$ cat src/rtl/ifu_imem_pkg.sv
// Shared definitions for the instruction-fetch memory controller: widths,
// FSM state encoding and the reset PC seen by the PC register upstream.
package ifu_imem_pkg;

    localparam int CPU_WIDTH_DEF  = 32;
    localparam int INST_WIDTH_DEF = 32;

    localparam logic [31:0] RESET_PC = 32'h8000_0000;

    typedef enum logic [2:0] {
        S_IDLE  = 3'd0,
        S_REQ   = 3'd1,
        S_WAIT  = 3'd2,
        S_HOLD  = 3'd3,
        S_DRAIN = 3'd4
    } imem_state_e;

    // Instruction fetches must be 4-byte aligned.
    function automatic logic pc_misaligned(input logic [1:0] pc_lo);
        return pc_lo != 2'b00;
    endfunction

endpackage

$ cat src/rtl/ifu_imem_stl_reg.sv
// Generic enabled register with synchronous active-low reset; used for each
// field of the fetch output slot.
module stl_reg #(
    parameter int            DW      = 32,
    parameter logic [DW-1:0] RST_VAL = '0
) (
    input  logic          clk,
    input  logic          rst_n,
    input  logic          wen,
    input  logic [DW-1:0] din,
    output logic [DW-1:0] qout
);

    always_ff @(posedge clk) begin
        if (!rst_n)
            qout <= RST_VAL;
        else if (wen)
            qout <= din;
    end

endmodule

$ cat src/rtl/ifu_imem.sv
// Instruction-memory fetch controller: one outstanding word read per PC,
// result held in a valid/ready slot, redirect flushes drop in-flight data.
module ifu_imem
    import ifu_imem_pkg::*;
#(
    parameter int CPU_WIDTH  = CPU_WIDTH_DEF,
    parameter int INST_WIDTH = INST_WIDTH_DEF
) (
    input  logic                  i_clk,
    input  logic                  i_rst,
    input  logic [CPU_WIDTH-1:0]  i_pc,
    output logic                  o_ifu_wen,
    input  logic                  i_flush,
    output logic                  o_imem_req,
    output logic [CPU_WIDTH-1:0]  o_imem_addr,
    input  logic                  i_imem_gnt,
    input  logic                  i_imem_rvalid,
    input  logic [INST_WIDTH-1:0] i_imem_rdata,
    input  logic                  i_imem_err,
    output logic                  o_inst_valid,
    input  logic                  i_inst_ready,
    output logic [INST_WIDTH-1:0] o_inst,
    output logic [CPU_WIDTH-1:0]  o_inst_pc,
    output logic                  o_inst_err
);

    imem_state_e          state_q, state_d;
    logic                 drop_q, drop_d;
    logic [CPU_WIDTH-1:0] addr_q, addr_d;

    logic                  slot_en;
    logic [INST_WIDTH-1:0] slot_inst_d;
    logic [CPU_WIDTH-1:0]  slot_pc_d;
    logic                  slot_err_d;

    always_ff @(posedge i_clk) begin
        if (!i_rst) begin
            state_q <= S_IDLE;
            drop_q  <= 1'b0;
            addr_q  <= '0;
        end else begin
            state_q <= state_d;
            drop_q  <= drop_d;
            addr_q  <= addr_d;
        end
    end

    always_comb begin
        state_d     = state_q;
        drop_d      = drop_q;
        addr_d      = addr_q;
        slot_en     = 1'b0;
        slot_inst_d = '0;
        slot_pc_d   = addr_q;
        slot_err_d  = 1'b0;

        case (state_q)
            S_IDLE: begin
                if (!i_flush) begin
                    if (pc_misaligned(i_pc[1:0])) begin
                        // Fault is reported through the slot without touching the bus.
                        slot_en    = 1'b1;
                        slot_pc_d  = i_pc;
                        slot_err_d = 1'b1;
                        state_d    = S_HOLD;
                    end else begin
                        addr_d  = {i_pc[CPU_WIDTH-1:2], 2'b00};
                        state_d = S_REQ;
                    end
                end
            end
            S_REQ: begin
                // The request cannot be withdrawn, so a flush only marks it for dropping.
                if (i_flush)
                    drop_d = 1'b1;
                if (i_imem_gnt)
                    state_d = (drop_q || i_flush) ? S_DRAIN : S_WAIT;
            end
            S_WAIT: begin
                if (i_flush) begin
                    state_d = i_imem_rvalid ? S_IDLE : S_DRAIN;
                end else if (i_imem_rvalid) begin
                    slot_en     = 1'b1;
                    slot_inst_d = i_imem_rdata;
                    slot_pc_d   = addr_q;
                    slot_err_d  = i_imem_err;
                    state_d     = S_HOLD;
                end
            end
            S_HOLD: begin
                if (i_flush || i_inst_ready)
                    state_d = S_IDLE;
            end
            S_DRAIN: begin
                if (i_imem_rvalid) begin
                    drop_d  = 1'b0;
                    state_d = S_IDLE;
                end
            end
            default: begin
                state_d = S_IDLE;
                drop_d  = 1'b0;
            end
        endcase
    end

    assign o_imem_req   = (state_q == S_REQ);
    assign o_imem_addr  = addr_q;
    assign o_inst_valid = (state_q == S_HOLD);
    assign o_ifu_wen    = ((state_q == S_HOLD) && i_inst_ready) || i_flush;

    stl_reg #(.DW(INST_WIDTH)) u_slot_inst (
        .clk   (i_clk),
        .rst_n (i_rst),
        .wen   (slot_en),
        .din   (slot_inst_d),
        .qout  (o_inst)
    );

    stl_reg #(.DW(CPU_WIDTH)) u_slot_pc (
        .clk   (i_clk),
        .rst_n (i_rst),
        .wen   (slot_en),
        .din   (slot_pc_d),
        .qout  (o_inst_pc)
    );

    stl_reg #(.DW(1)) u_slot_err (
        .clk   (i_clk),
        .rst_n (i_rst),
        .wen   (slot_en),
        .din   (slot_err_d),
        .qout  (o_inst_err)
    );

endmodule
$ cat config.mk
export PLATFORM = sky130hd
export DESIGN_NAME = ifu_imem
export DESIGN_NICKNAME = d
export VERILOG_FILES = /design/src/rtl/ifu_imem_pkg.sv /design/src/rtl/ifu_imem_stl_reg.sv /design/src/rtl/ifu_imem.sv
export SDC_FILE = /design/constraint.sdc
export NUM_CORES = 1
export LEC_CHECK = 0
export BUFFER_PORTS_ARGS = -buffer_cell sky130_fd_sc_hd__buf_2
export CORE_MARGIN = 2
export CORE_UTILIZATION = 44
export CTS_BUF_LIST = sky130_fd_sc_hd__clkbuf_8
export DETAILED_ROUTE_END_ITERATION = 10
export GPL_ROUTABILITY_DRIVEN = 0
export GPL_TIMING_DRIVEN = 0
export PLACE_DENSITY = 0.78
export SLEW_MARGIN = 20
export SYNTH_ARGS = -nofsm -noshare
export SYNTH_HDL_FRONTEND = slang
export SYNTH_SLANG_ARGS = --single-unit
$ cat constraint.sdc
create_clock -name i_clk -period 1.4 [get_ports i_clk]
set_input_delay 0.14 -clock i_clk [delete_from_list [all_inputs] [get_ports i_clk]]
set_output_delay 0.14 -clock i_clk [all_outputs]
set_load 0.005 [all_outputs]
# After elaboration in Yosys (flattened, before gate mapping)
# Index checks and enable logic that the tools add are counted.
[totals] register_bits=99 input_bits=71 output_inout_bits=100 wordCells=56
[op_classes] n_eq_ne=10 n_mux=27 bitwise=3 n_reduce_logical=10
[ops] op="two-way mux 32 bit" count=6
[ops] op="two-way mux 3 bit" count=8
[ops] op="case mux 3 bit (5 select lines)" count=1
[ops] op="two-way mux 1 bit" count=8
[ops] op="== test 3 x 2 -> 1 bit (second input constant)" count=2
[ops] op="inequality test 2 bit (second input constant)" count=3
[ops] op="AND reduction 3 bit" count=2
[ops] op="AND reduction 5 bit" count=1
[ops] op="inequality test 2 x 1 -> 1 bit (second input constant)" count=2
[ops] op="case mux 1 bit (2 select lines)" count=2
[ops] op="== test 3 x 1 -> 1 bit (second input constant)" count=1
[ops] op="== test 3 bit (second input constant)" count=1
[ops] op="logical NOT 3 bit" count=1
[ops] op="logical OR 1 bit" count=3
[ops] op="inequality test 3 bit (second input constant)" count=1
[ops] op="NOT 1 bit" count=3
[ops] op="case mux 1 bit (3 select lines)" count=1
[ops] op="OR reduction 3 bit" count=1
[ops] op="two-way mux 2 bit" count=1
[ops] op="nonzero test 2 bit" count=1
[ops] op="logical AND 1 bit" count=1

# Logic depth before layout (Yosys ltp)
# Gate-level depths: netlist (run 1).
[depth] depth_word=4 depth_mapped=7 mapped_depth_nobuf=4

# Cells and area by module
# A second synthesis (run 1) with hierarchy kept.
[unflattened] hier_cells=460 area_unflattened_um2=4601.9
[modules_own_cells] mod="stl_reg at u_slot_inst ..." instances=2 cells_per_inst=103 area_per_inst_um2=1243.7 seq_area_each_um2=640.6
[modules_own_cells] mod="ifu_imem" instances=1 cells_per_inst=251 area_per_inst_um2=2078.2 seq_area_each_um2=680.7
[modules_own_cells] mod="stl_reg at u_slot_err" instances=1 cells_per_inst=3 area_per_inst_um2=36.3 seq_area_each_um2=20.0

# Least setup slack after synthesis (run 1)
# OpenSTA, ideal clock, no wires.
[synth_path] path_kind="register -> register" start="register state_q[0]" end="register u_slot_inst.qout[13]" setup_time_ps=132 arrival_time_ps=1428 path_slack_ps=-160 path_stages_with_launch=7 synth_period_minus_slack_ps=1560 path_cell_list="dfxtp_1 buf_2 or4_4 buf_4 buf_4 nand3_2 a21oi_1"
[synth_via] elab_chain_len=2 elab_cells_between_ends=4 cone_classes="eq/ne: 1; mux: 2; reduce/logical: 1"
[synth_lines] element="start, declared" line_no="ifu_imem.sv:27" source="imem_state_e state_q, state_d;"
[synth_lines] element="start signal, assigned" line_no="ifu_imem.sv:42" source="state_q <= state_d;"
[synth_lines] element="== test 3 x 2 -> 1 bit / logical NOT 3 bit (equally long branches)" line_no="ifu_imem.sv:57" source="case (state_q)"
[synth_lines] element="case mux 1 bit (2 select lines) / two-way mux 32 bit (equally long branches)" line_no="ifu_imem.sv:57"
[synth_lines] element="end signal, assigned" line_no="ifu_imem_stl_reg.sv:18" source="qout <= din;"
[synth_lines] element="end, declared" line_no="ifu_imem_stl_reg.sv:11" source="output logic [DW-1:0] qout"
# Several ways; a longest one is shown, not always the timed one.
# A chain may end at the register's enable or synchronous reset.

# Worst setup path after layout (run 1)
[layout_path] start="register state_q[1]" end="register u_slot_pc.qout[1]"
[layout_via] elab_chain_len=2 elab_cells_between_ends=4 cone_classes="eq/ne: 1; mux: 2; reduce/logical: 1"
[layout_lines] element="== test 3 x 2 -> 1 bit / logical NOT 3 bit (equally long branches)" line_no="ifu_imem.sv:57"
[layout_lines] element="case mux 1 bit (2 select lines) / two-way mux 32 bit (equally long branches)"
[layout_lines] element="end signal, assigned" line_no="ifu_imem_stl_reg.sv:18"
[layout_lines] element="end, declared" line_no="ifu_imem_stl_reg.sv:11"
# Several ways; a longest one is shown, not always the timed one.

==> results of run 1 <==
worst paths after layout:
path,from,endpoint,slack (ps)
max,state_q[1],u_slot_pc.qout[1],-210
min,i_imem_rdata[10],u_slot_inst.qout[10],20
max reg2reg,state_q[1],u_slot_pc.qout[1],-210
min reg2reg,o_imem_addr[26],o_imem_addr[26],470
final cells by class:
class,count,area (sq um),area share
flip-flops and latches,99,1993,0.3422
well taps,108,135.1,0.02320
clock buffers,9,123.9,0.02127
multi-input cells,353,2148,0.3689
plain buffers,43,356.6,0.06122
inverters,4,15.01,0.002578
repair buffers,181,983.4,0.1689
clock inverters,7,68.82,0.01182
layer usage:
layer  up-vias  GRT usage  wire length (microns)
met4         0    0.07271                    225
met2       186     0.4220                   6444
li1       2080          -                      -
met1      2051     0.3141                   5588
met3        21    0.05271                    919
met5         -          0                      0
worst register-to-register path: stages, from the launching register on:
cell	delay [ps]
sky130_fd_sc_hd__dfxtp_4	400
sky130_fd_sc_hd__nand2_4	70
sky130_fd_sc_hd__or4_4	560
sky130_fd_sc_hd__buf_12	180
sky130_fd_sc_hd__buf_8	150
sky130_fd_sc_hd__nand3_2	60
sky130_fd_sc_hd__a21oi_1	60
flip-flops by register name, summed over array words and instances, names as in the netlist:
name	cells
o_imem_addr	30
drop_q	1
u_slot_inst.qout	32
state_q	3
u_slot_pc.qout	32
u_slot_err.qout	1
Yosys cell counts:
library cell	number
sky130_fd_sc_hd__a2111oi_0	1
sky130_fd_sc_hd__a211oi_1	1
sky130_fd_sc_hd__a21o_1	1
sky130_fd_sc_hd__a21oi_1	65
sky130_fd_sc_hd__a31oi_1	31
sky130_fd_sc_hd__and2_1	2
sky130_fd_sc_hd__and3b_1	1
sky130_fd_sc_hd__buf_2	16
sky130_fd_sc_hd__buf_4	7
sky130_fd_sc_hd__buf_6	5
sky130_fd_sc_hd__clkbuf_1	17
sky130_fd_sc_hd__conb_1	1
sky130_fd_sc_hd__dfxtp_1	99
sky130_fd_sc_hd__inv_1	4
sky130_fd_sc_hd__mux2i_1	1
sky130_fd_sc_hd__nand2_1	158
sky130_fd_sc_hd__nand2_2	1
sky130_fd_sc_hd__nand3_1	15
sky130_fd_sc_hd__nand3_2	20
sky130_fd_sc_hd__nor2_1	3
sky130_fd_sc_hd__nor2b_1	3
sky130_fd_sc_hd__nor3_1	5
sky130_fd_sc_hd__nor3b_1	1
sky130_fd_sc_hd__nor4_2	1
sky130_fd_sc_hd__nor4_4	1
sky130_fd_sc_hd__o21ai_0	31
sky130_fd_sc_hd__o21ai_1	3
sky130_fd_sc_hd__o21ai_2	1
sky130_fd_sc_hd__o221a_1	1
sky130_fd_sc_hd__o221a_2	1
sky130_fd_sc_hd__o41ai_1	1
sky130_fd_sc_hd__or4_1	1
sky130_fd_sc_hd__or4_4	1
power breakdown:
| part | switching (mW) | leakage, nW | internal (mW) | total (mW) |
|---|---|---|---|---|
| Clock | 0.998 | 0.0945 | 0.821 | 1.82 |
| Combinational | 0.993 | 1.66 | 0.777 | 1.77 |
| Sequential | 0.184 | 0.808 | 3.08 | 3.26 |
logic make-up after synthesis:
kind of cell    after synthesis  share of synthesized area
simple gates                213                     0.2510
mux                           1                   0.002485
buf+inv                      49                    0.06648
flops                        99                     0.4921
compound gates              137                     0.1870
other cells                   1                  0.0009311
repair_timing:
item                       4_1_cts  5_1_grt
resized for setup               27      117
gates cloned                     2        2
buffers inserted                 9        1
setup endpoints to repair       99      100
pin swaps                        6       50
metrics by stage:
step | power [mW] | area [sq um] | TNS, ps
finish | 6.854 | 5824 | -15150
global route | 7.166 | 5824 | -20280
CTS | 6.675 | 5484 | -13520
detailed placement | 4.783 | 5110 | -28770
global placement | 4.727 | 5110 | -26650
floorplan | 4.160 | 4134 | -3174
==> impl_metrics.py, run 1 <==
metrics = {
    "die": {
        "die_h_microns": 99.68,
        "die_x_microns": 99.68,
        "core_region_area_sq_um": 8806,
        "ios": 171,
        "die-area_sq_um": 9935,
        "initial_core_utilization": 0.4574,
        "placement_rows": 34,
    },
    "final_layout": {
        "fraction_of_layout_instances_using_a_drive_strength_above_1": 0.4727,
        "finalNonFillerCells": 804,
        "final_cell_mix": "sky130_fd_sc_hd__buf_2, sky130_fd_sc_hd__nand2_1, sky130_fd_sc_hd__dfxtp_1, sky130_fd_sc_hd__a21oi_1",
        "diodes": 0,
        "area.growth.synth_to_final_pct": 44.61,
        "commonest_non_fill_non_tap_cell_in_the_layout": "sky130_fd_sc_hd__buf_2",
        "fillerInstances": 739,
        "design.final.nets": 762,
        "layout.core_utilization": 0.6614,
    },
    "yosys": {
        "synthDominantCellAreaShare": 0.4921,
        "synth.ff_latch_count": 99,
        "synth_top_cell_by_area": "sky130_fd_sc_hd__dfxtp_1",
        "syn_avg_cell_area_sq_um": 8.055,
        "ys_top_cells_by_area": "sky130_fd_sc_hd__dfxtp_1, sky130_fd_sc_hd__nand2_1, sky130_fd_sc_hd__a21oi_1, sky130_fd_sc_hd__nand3_2, sky130_fd_sc_hd__a31oi_1",
        "synth.lib_cells_used.distinct": 33,
        "synthesis.yosys.warnings": 0,
        "post_synth_instance_area_sq_um": 4028,
        "yosysSeqAreaShare": 0.4921,
        "synthesis.instances": 500,
    },
    "worst_setup_path": {
        "critical_path.slowest_cell": "sky130_fd_sc_hd__or4_4",
        "timing.critical_path.slowest_cell_delay_ps": 560,
        "cp_num_cells": 6,
        "path_class": "reg -> reg",
        "r2r.worst_path.cells": 6,
        "crit_path_cell_chain": "nand2_4 -> or4_4 -> buf_12 -> buf_8 -> nand3_2 -> a21oi_1",
        "worst-path-buf-inv": 2,
        "critPathTopFamily": "simple AND/OR/NAND/NOR gates",
        "setup.worst_path.end_class": "flip-flop",
        "crit_arrival_ps": 1820,
        "critPathMaxFanout": 10,
        "timing.critical_path.required_ps": 1610,
        "cp-start-kind": "flip-flop",
    },
    "clocking": {
        "library_cell_used_as_clock_root_buffer": "sky130_fd_sc_hd__clkbuf_8",
        "path_clk_slew_ps": 100,
        "cts_tree": "built",
        "cts_hold_buf": 0,
        "ctsHtreeMaxLevel": 3,
        "numCtsBuffers": 9,
        "clk_path_buf_depth": 2,
        "numClockSinks": 99,
        "clock_insertion_delay_worst_skew_ps": 350,
    },
    "timing": {
        "max_clock_freq_ghz": 0.6202,
        "worstMarginPinSlew_ps": 715.8,
        "layout_setup_ws_ps": -212.4,
        "slew_headroom": 0.5228,
        "final.setup_skew_ps": 10.39,
        "final_max_slew_viol_count": 0,
        "setup_viol_count_final": 99,
        "rsz0062_at_grt": "true",
        "whs_ps": 17.02,
        "finalWorstPathRequiredPeriod_ps": 1612,
        "timing.final.hold_violations": 0,
        "timing.final.crit_share": 1.152,
    },
    "detailed_routing": {
        "post-route-drc-count": 0,
        "total_number_of_vias": 4338,
        "detail_route.first_pass.iterations": 5,
        "antenna_left": 0,
        "detailedRoute.firstIterationViolations": 184,
        "detail_route.wl_per_cell_microns": 16.39,
        "route.final.wire_length_microns": 13180,
        "routed_via_density": 5.396,
    },
    "global_routing": {
        "first_global_vias": 4124,
        "antenna_violations_before_repair": 0,
        "grt_pass1_wl_microns": 19720,
        "grt.overflow.total": 0,
        "largest_net_degree_at_the_start_of_global_routing": 17,
        "total_routing_usage_reported_by_global_routing": 0.2468,
    },
    "status": {
        "outcome": "finished with violations",
        "failing_checks": "setup timing",
    },
    "place": {
        "placed_cells": 777,
        "dp_hpwl_microns": 9131,
        "placement.setup.worst_slack_ps": -419.8,
        "portBuffers": 168,
    },
    "worst_hold_path": {
        "worst_hold_path_type": "in -> reg",
        "hold_path_depth": 3,
    },
    "power_and_ir_drop": {
        "power-per-cell-area_nw_per_um2": 1177,
        "max-vdd-ir-drop_mv": 0.6806,
        "power.leakage_nw": 2.566,
    },
    "job": {
        "maxCapViolCount": 0,
    },
}
Power figures use the tool's default switching activity.
==> inputs of run 2 (changes only) <==
--- a/config.mk
+++ b/config.mk
@@ -13,6 +13,7 @@
 export GPL_ROUTABILITY_DRIVEN = 0
 export GPL_TIMING_DRIVEN = 0
 export PLACE_DENSITY = 0.78
+export SETUP_SLACK_MARGIN = 0.3
 export SLEW_MARGIN = 20
 export SYNTH_ARGS = -nofsm -noshare
 export SYNTH_HDL_FRONTEND = slang
==> impl_metrics.py, run 2 (synthesized netlist as in run 1, its figures left out) <==
metrics = {
    "timing": {
        "timing.final.hold_violations": 0,
        "finalWorstPathRequiredPeriod_ps": 1646,
        "rsz0062_at_grt": "true",
        "final.setup_skew_ps": 8.454,
        "totalNegativeSetupSlack_ps": -17610,
        "worstMarginPinSlew_ps": 713.1,
        "slew_headroom": 0.5246,
        "final_max_slew_viol_count": 0,
        "max_clock_freq_ghz": 0.6074,
        "layout_setup_ws_ps": -246.4,
        "timing.final.crit_share": 1.176,
        "setup_viol_count_final": 99,
    },
    "detailed_routing": {
        "route.final.wire_length_microns": 13860,
        "met3_wirelength_microns": 1077,
        "detailedRoute.firstIterationViolations": 210,
        "route.layer.met1.wl_microns": 5692,
        "total_number_of_vias": 4465,
        "detail_route.wl_per_cell_microns": 17.09,
        "post-route-drc-count": 0,
        "highest_layer": "met4",
        "met2_wirelength_microns": 6793,
        "antenna_left": 0,
        "detail_route.first_pass.iterations": 5,
        "routed_via_density": 5.506,
    },
    "clocking": {
        "cts_hold_buf": 0,
        "cts_tree": "built",
        "clk_path_buf_depth": 2,
        "clock_insertion_delay_worst_skew_ps": 360,
        "ctsHtreeMaxLevel": 3,
        "numCtsBuffers": 9,
        "library_cell_used_as_clock_root_buffer": "sky130_fd_sc_hd__clkbuf_8",
        "path_clk_slew_ps": 100,
        "numClockSinks": 99,
    },
    "worst_setup_path": {
        "worst-path-buf-inv": 2,
        "critPathTopFamily": "simple AND/OR/NAND/NOR gates",
        "crit_path_cell_chain": "nand2_4 -> or4_4 -> buf_12 -> clkbuf_16 -> nand2_2 -> a31oi_1",
        "crit_arrival_ps": 1890,
        "path_class": "reg -> reg",
        "timing.critical_path.required_ps": 1640,
        "critical_path.slowest_cell": "sky130_fd_sc_hd__or4_4",
        "timing.reg2reg.setup_slack_ps": -250,
        "timing.critical_path.slowest_cell_delay_ps": 580,
        "cp-start-kind": "flip-flop",
        "setup.worst_path.end_class": "flip-flop",
        "critPathMaxFanout": 8,
    },
    "global_routing": {
        "first_global_vias": 4173,
        "grt_pass1_wl_microns": 19850,
        "total_routing_usage_reported_by_global_routing": 0.2474,
        "antenna_violations_before_repair": 0,
        "grt.overflow.total": 0,
        "largest_net_degree_at_the_start_of_global_routing": 17,
    },
    "status": {
        "failing_checks": "setup timing",
        "outcome": "finished with violations",
    },
    "final_layout": {
        "area.growth.synth_to_final_pct": 52.78,
        "fillerInstances": 673,
        "final_cell_mix": "sky130_fd_sc_hd__buf_2, sky130_fd_sc_hd__nand2_1, sky130_fd_sc_hd__dfxtp_1, sky130_fd_sc_hd__a21oi_2, sky130_fd_sc_hd__a31oi_1",
        "commonest_non_fill_non_tap_cell_in_the_layout": "sky130_fd_sc_hd__buf_2",
        "diodes": 0,
        "design.final.nets": 769,
        "fraction_of_layout_instances_using_a_drive_strength_above_1": 0.5164,
    },
    "die": {
        "die-area_sq_um": 9935,
        "initial_core_utilization": 0.4574,
        "die_h_microns": 99.68,
        "die_x_microns": 99.68,
        "ios": 171,
        "placement_rows": 34,
        "core_region_area_sq_um": 8806,
    },
    "power_and_ir_drop": {
        "power.leakage_nw": 2.575,
        "clock_power_share": 0.247,
        "power-per-cell-area_nw_per_um2": 1153,
        "swShare": 0.3259,
        "max-vdd-ir-drop_mv": 0.6530,
        "seqPwrFrac": 0.461,
        "finalPower_mw": 7.093,
        "combinationalPowerShare": 0.291,
        "netSwitchingPower_mw": 2.312,
        "intPower_mw": 4.781,
    },
    "worst_hold_path": {
        "worst_hold_path_type": "in -> reg",
    },
    "job": {
        "maxCapViolCount": 0,
    },
    "place": {
        "dp_hpwl_microns": 8964,
        "portBuffers": 168,
    },
}
run 2: changes by cell type in the layout (fill, tap and decap cells not counted), sizes merged:
| cell | previous run | this run |
|---|---|---|
| bufinv | 1 | 0 |
| clkinvlp | 3 | 2 |
| clkinv | 0 | 1 |
| clkbuf | 26 | 31 |
| inv | 7 | 6 |
| buf | 207 | 211 |
run 2: stage by stage:
step	util	instances	hold WS, ps	worst slack (ps)	cell area (sq um)
after floorplan	-	501	276.0	-78.88	4148
after global placement	0.5818	777	383.1	-342.0	5124
after detailed placement	0.5818	777	391.3	-363.3	5124
after CTS	0.6266	803	6.174	-199.1	5518
after global routing	0.6988	811	16.35	-304.8	6153
final	0.6988	811	15.94	-246.4	6153
run 2: per-layer routing:
metal  GRT usage  up-vias
met4     0.06217        0
met2      0.4314      226
met5           0        -
met3     0.05833       31
li1            -     2097
met1      0.3085     2111
run 2: power by group through the flow:
| stage | logic (mW) | registers (mW) | clock network, mW |
|---|---|---|---|
| 5_1_grt | 2.23 | 3.30 | 1.88 |
| 6_report | 2.07 | 3.27 | 1.75 |
| 4_1_cts | 1.62 | 3.25 | 1.78 |
| 3_5_place_dp | 1.47 | 3.31 | 0 |
| 2_1_floorplan | 0.853 | 3.31 | 0 |
| 3_3_place_gp | 1.43 | 3.30 | 0 |
run 2: path summary, 6_finish.rpt:
check | depth (start not counted) | startpoint | end
max | 6 | state_q[1] | u_slot_pc.qout[15]
min | 3 | i_imem_rdata[20] | u_slot_inst.qout[20]
max reg2reg | 6 | state_q[1] | u_slot_pc.qout[15]
min reg2reg | 2 | u_slot_inst.qout[9] | u_slot_inst.qout[9]
run 2: tightest hold or removal path, cell delays in order:
cell,delay [ps]
sky130_fd_sc_hd__buf_2,90
sky130_fd_sc_hd__nand2_1,40
sky130_fd_sc_hd__a21oi_1,50
run 2: layout make-up:
class / instances / area, sq um / share of cell area
flip-flops and latches: 99 / 1988 / 0.3231
repair buffers: 186 / 1089 / 0.1769
plain buffers: 45 / 434.2 / 0.07056
inverters: 4 / 17.52 / 0.002847
multi-input cells: 353 / 2303 / 0.3743
clock buffers: 11 / 151.4 / 0.02460
well taps: 108 / 135.1 / 0.02196
clock inverters: 5 / 35.03 / 0.005693
run 2: repair_timing:
| action | 4_1_cts | 5_1_grt |
|---|---|---|
| setup buffers | 6 | 3 |
| resized for setup | 43 | 146 |
| pin swaps | 16 | 44 |
| cloned | 4 | 5 |
| endpoints found under the setup margin | 102 | 102 |
==> inputs of run 3 (changes only) <==
--- a/config.mk
+++ b/config.mk
@@ -5,9 +5,10 @@
 export SDC_FILE = /design/constraint.sdc
 export NUM_CORES = 1
 export LEC_CHECK = 0
+export ABC_AREA = 1
 export BUFFER_PORTS_ARGS = -buffer_cell sky130_fd_sc_hd__buf_2
 export CORE_MARGIN = 2
-export CORE_UTILIZATION = 44
+export CORE_UTILIZATION = 45
 export CTS_BUF_LIST = sky130_fd_sc_hd__clkbuf_8
 export DETAILED_ROUTE_END_ITERATION = 10
 export GPL_ROUTABILITY_DRIVEN = 0
==> impl_metrics.py, run 3 <==
metrics = {
    "status": {
        "outcome": "finished with violations",
        "failing_checks": "setup timing",
    },
    "timing": {
        "rsz0062_at_grt": "true",
        "totalNegativeSetupSlack_ps": -480.7,
        "timing.final.crit_share": 1.044,
        "final.setup_skew_ps": 10.65,
        "worstMarginPinSlew_ps": 607.1,
        "setup_viol_count_final": 25,
        "layout_setup_ws_ps": -61.59,
        "timing.final.hold_violations": 0,
        "final_max_slew_viol_count": 0,
        "max_clock_freq_ghz": 0.6842,
        "slew_headroom": 0.5953,
        "finalWorstPathRequiredPeriod_ps": 1462,
    },
    "die": {
        "core_region_area_sq_um": 9109,
        "die_h_microns": 100.2,
        "die_x_microns": 100.2,
        "die-area_sq_um": 10040,
        "placement_rows": 35,
        "ios": 171,
        "initial_core_utilization": 0.4571,
    },
    "worst_hold_path": {
        "hold_path_depth": 3,
        "worst_hold_path_type": "in -> reg",
    },
    "global_routing": {
        "grt.overflow.total": 0,
        "antenna_violations_before_repair": 1,
        "total_routing_usage_reported_by_global_routing": 0.2589,
        "largest_net_degree_at_the_start_of_global_routing": 18,
        "first_global_vias": 4496,
        "grt_pass1_wl_microns": 20990,
    },
    "detailed_routing": {
        "detail_route.wl_per_cell_microns": 15.98,
        "detail_route.first_pass.iterations": 5,
        "route.final.wire_length_microns": 14480,
        "antenna_left": 0,
        "total_number_of_vias": 4995,
        "detailedRoute.firstIterationViolations": 286,
        "routed_via_density": 5.513,
        "post-route-drc-count": 0,
    },
    "worst_setup_path": {
        "setup.worst_path.end_class": "flip-flop",
        "critPathMaxFanout": 6,
        "cp-start-kind": "flip-flop",
        "r2r.worst_path.cells": 9,
        "crit_arrival_ps": 1770,
        "timing.critical_path.required_ps": 1710,
        "path_class": "reg -> reg",
    },
    "yosys": {
        "synth.lib_cells_used.distinct": 24,
        "yosysSeqAreaShare": 0.4760,
        "synth_top_cells_by_count": "sky130_fd_sc_hd__nand2_1, sky130_fd_sc_hd__dfxtp_1, sky130_fd_sc_hd__nand3_1, sky130_fd_sc_hd__nor2_1, sky130_fd_sc_hd__a21oi_1",
        "synthesis.yosys.warnings": 0,
        "synth_most_common_cell": "sky130_fd_sc_hd__nand2_1",
        "synth.ff_latch_count": 99,
        "synth.mux.area_fraction": 0,
        "post_synth_and_or_nand_nor_area_fraction": 0.3326,
        "synth_top_family_by_area": "simple AND/OR/NAND/NOR gates",
        "ys_async_sr_fraction": 0,
        "synthDominantCellAreaShare": 0.4760,
        "synth_top_cell_by_area": "sky130_fd_sc_hd__dfxtp_1",
        "yosys.area_share.xor_xnor": 0,
        "ys_top_cells_by_area": "sky130_fd_sc_hd__dfxtp_1, sky130_fd_sc_hd__nand2_1, sky130_fd_sc_hd__nand3_1, sky130_fd_sc_hd__a21oi_1, sky130_fd_sc_hd__nor2_1",
        "synth_compound_gate_area_share": 0.1205,
        "syn_avg_cell_area_sq_um": 7.130,
        "adder_cell_area_share_of_the_yosys_netlist": 0,
        "synthesis.instances": 584,
        "synth_flop_cell": "sky130_fd_sc_hd__dfxtp_1",
        "synth_enable_flop_cells": 0,
        "post_synth_instance_area_sq_um": 4164,
    },
    "job": {
        "maxCapViolCount": 0,
    },
    "final_layout": {
        "finalNonFillerCells": 906,
        "design.final.nets": 860,
        "fraction_of_layout_instances_using_a_drive_strength_above_1": 0.4358,
        "fillerInstances": 728,
        "final_cell_mix": "sky130_fd_sc_hd__buf_2, sky130_fd_sc_hd__nand2_1, sky130_fd_sc_hd__dfxtp_1, sky130_fd_sc_hd__nand3_1, sky130_fd_sc_hd__a21oi_1",
        "area.growth.synth_to_final_pct": 50.66,
        "commonest_non_fill_non_tap_cell_in_the_layout": "sky130_fd_sc_hd__buf_2",
    },
    "power_and_ir_drop": {
        "netSwitchingPower_mw": 4.034,
        "max-vdd-ir-drop_mv": 0.7323,
        "swShare": 0.3901,
        "clock_power_share": 0.179,
        "seqPwrFrac": 0.351,
        "intPower_mw": 6.308,
        "combinationalPowerShare": 0.470,
        "power-per-cell-area_nw_per_um2": 1649,
        "power.leakage_nw": 2.898,
    },
    "clocking": {
        "ctsHtreeMaxLevel": 3,
        "numCtsBuffers": 9,
        "numClockSinks": 99,
        "clock_insertion_delay_worst_skew_ps": 370,
        "path_clk_slew_ps": 110,
        "clk_path_buf_depth": 2,
        "library_cell_used_as_clock_root_buffer": "sky130_fd_sc_hd__clkbuf_8",
        "cts_tree": "built",
    },
    "place": {
        "portBuffers": 166,
        "placed_cells": 862,
        "dp_hpwl_microns": 9275,
    },
}
run 3: cell types whose count changed after synthesis, sizes merged, moves of 4 or more:
| cell | before | now |
|---|---|---|
| a31oi | 31 | 0 |
| inv | 4 | 12 |
| nand2 | 159 | 142 |
| nor2 | 3 | 81 |
| nand3 | 35 | 99 |
| buf | 28 | 34 |
| clkbuf | 17 | 13 |
run 3: layout make-up:
| cell class | count | area, sq um | share of cell area |
|---|---|---|---|
| repair buffers | 193 | 1185 | 0.1889 |
| clock inverters | 5 | 43.79 | 0.006980 |
| well taps | 111 | 138.9 | 0.02214 |
| plain buffers | 47 | 399.1 | 0.06362 |
| multi-input cells | 427 | 2290 | 0.3650 |
| clock buffers | 11 | 151.4 | 0.02413 |
| inverters | 12 | 70.07 | 0.01117 |
| flip-flops and latches | 99 | 1993 | 0.3177 |
| diodes | 1 | 2.502 | 0.0003989 |
run 3: routing by layer:
metal  up-vias  GRT usage  part of all wire
met5         -          0                 0
met4         0     0.1064             0.034
met3        41    0.03343             0.069
met2       246     0.4368              0.50
met1      2372     0.3355              0.40
li1       2336          -                 -
run 3: worst paths after layout:
kind,slack (ps),end,start
max,-60,u_slot_pc.qout[11],state_q[2]
min,10,u_slot_inst.qout[18],i_imem_rdata[18]
max reg2reg,-60,u_slot_pc.qout[11],state_q[2]
min reg2reg,480,u_slot_inst.qout[31],u_slot_inst.qout[31]
run 3: power groups by stage:
stage,Sequential [mW],Clock [mW],Combinational (mW)
3_3_place_gp,3.61,0,3.02
5_1_grt,3.67,1.96,5.24
2_1_floorplan,3.64,0,1.99
6_report,3.63,1.85,4.86
3_5_place_dp,3.63,0,3.09
4_1_cts,3.60,1.86,4.08
run 3: critical path: stages (launching register included):
cell,delay [ps]
sky130_fd_sc_hd__dfxtp_4,380
sky130_fd_sc_hd__nor2_4,130
sky130_fd_sc_hd__nand2_4,70
sky130_fd_sc_hd__nor2_4,120
sky130_fd_sc_hd__buf_6,190
sky130_fd_sc_hd__clkbuf_16,160
sky130_fd_sc_hd__nand3_1,80
sky130_fd_sc_hd__nand2_1,140
sky130_fd_sc_hd__nor2_2,40
sky130_fd_sc_hd__nor2_1,100
run 3: repair_timing:
| action | in CTS | in global routing |
|---|---|---|
| gates resized for setup | 122 | 54 |
| hold endpoints to repair | 0 | 0 |
| pin swaps | 27 | 11 |
| setup endpoints to repair | 101 | 102 |
| hold buffers | 0 | 0 |
| cloned | 5 | 5 |
| buffers inserted | 12 | 5 |
run 3: kinds of logic after synthesis:
logic type	Yosys count
buf+inv	59
simple gates	326
compound gates	99
other cells	1
flops	99
run 3: metrics by stage:
step	setup slack, ps	area (sq um)	power [mW]	hold WS, ps	utilization
floorplan	97.05	4203	5.632	287.2	-
global placement	-143.2	5172	6.627	391.9	0.5679
detailed placement	-144.9	5172	6.724	399.8	0.5679
CTS	-19.07	5956	9.542	3.023	0.6538
global route	-129.0	6274	10.87	15.42	0.6887
finish	-61.59	6274	10.34	12.49	0.6887
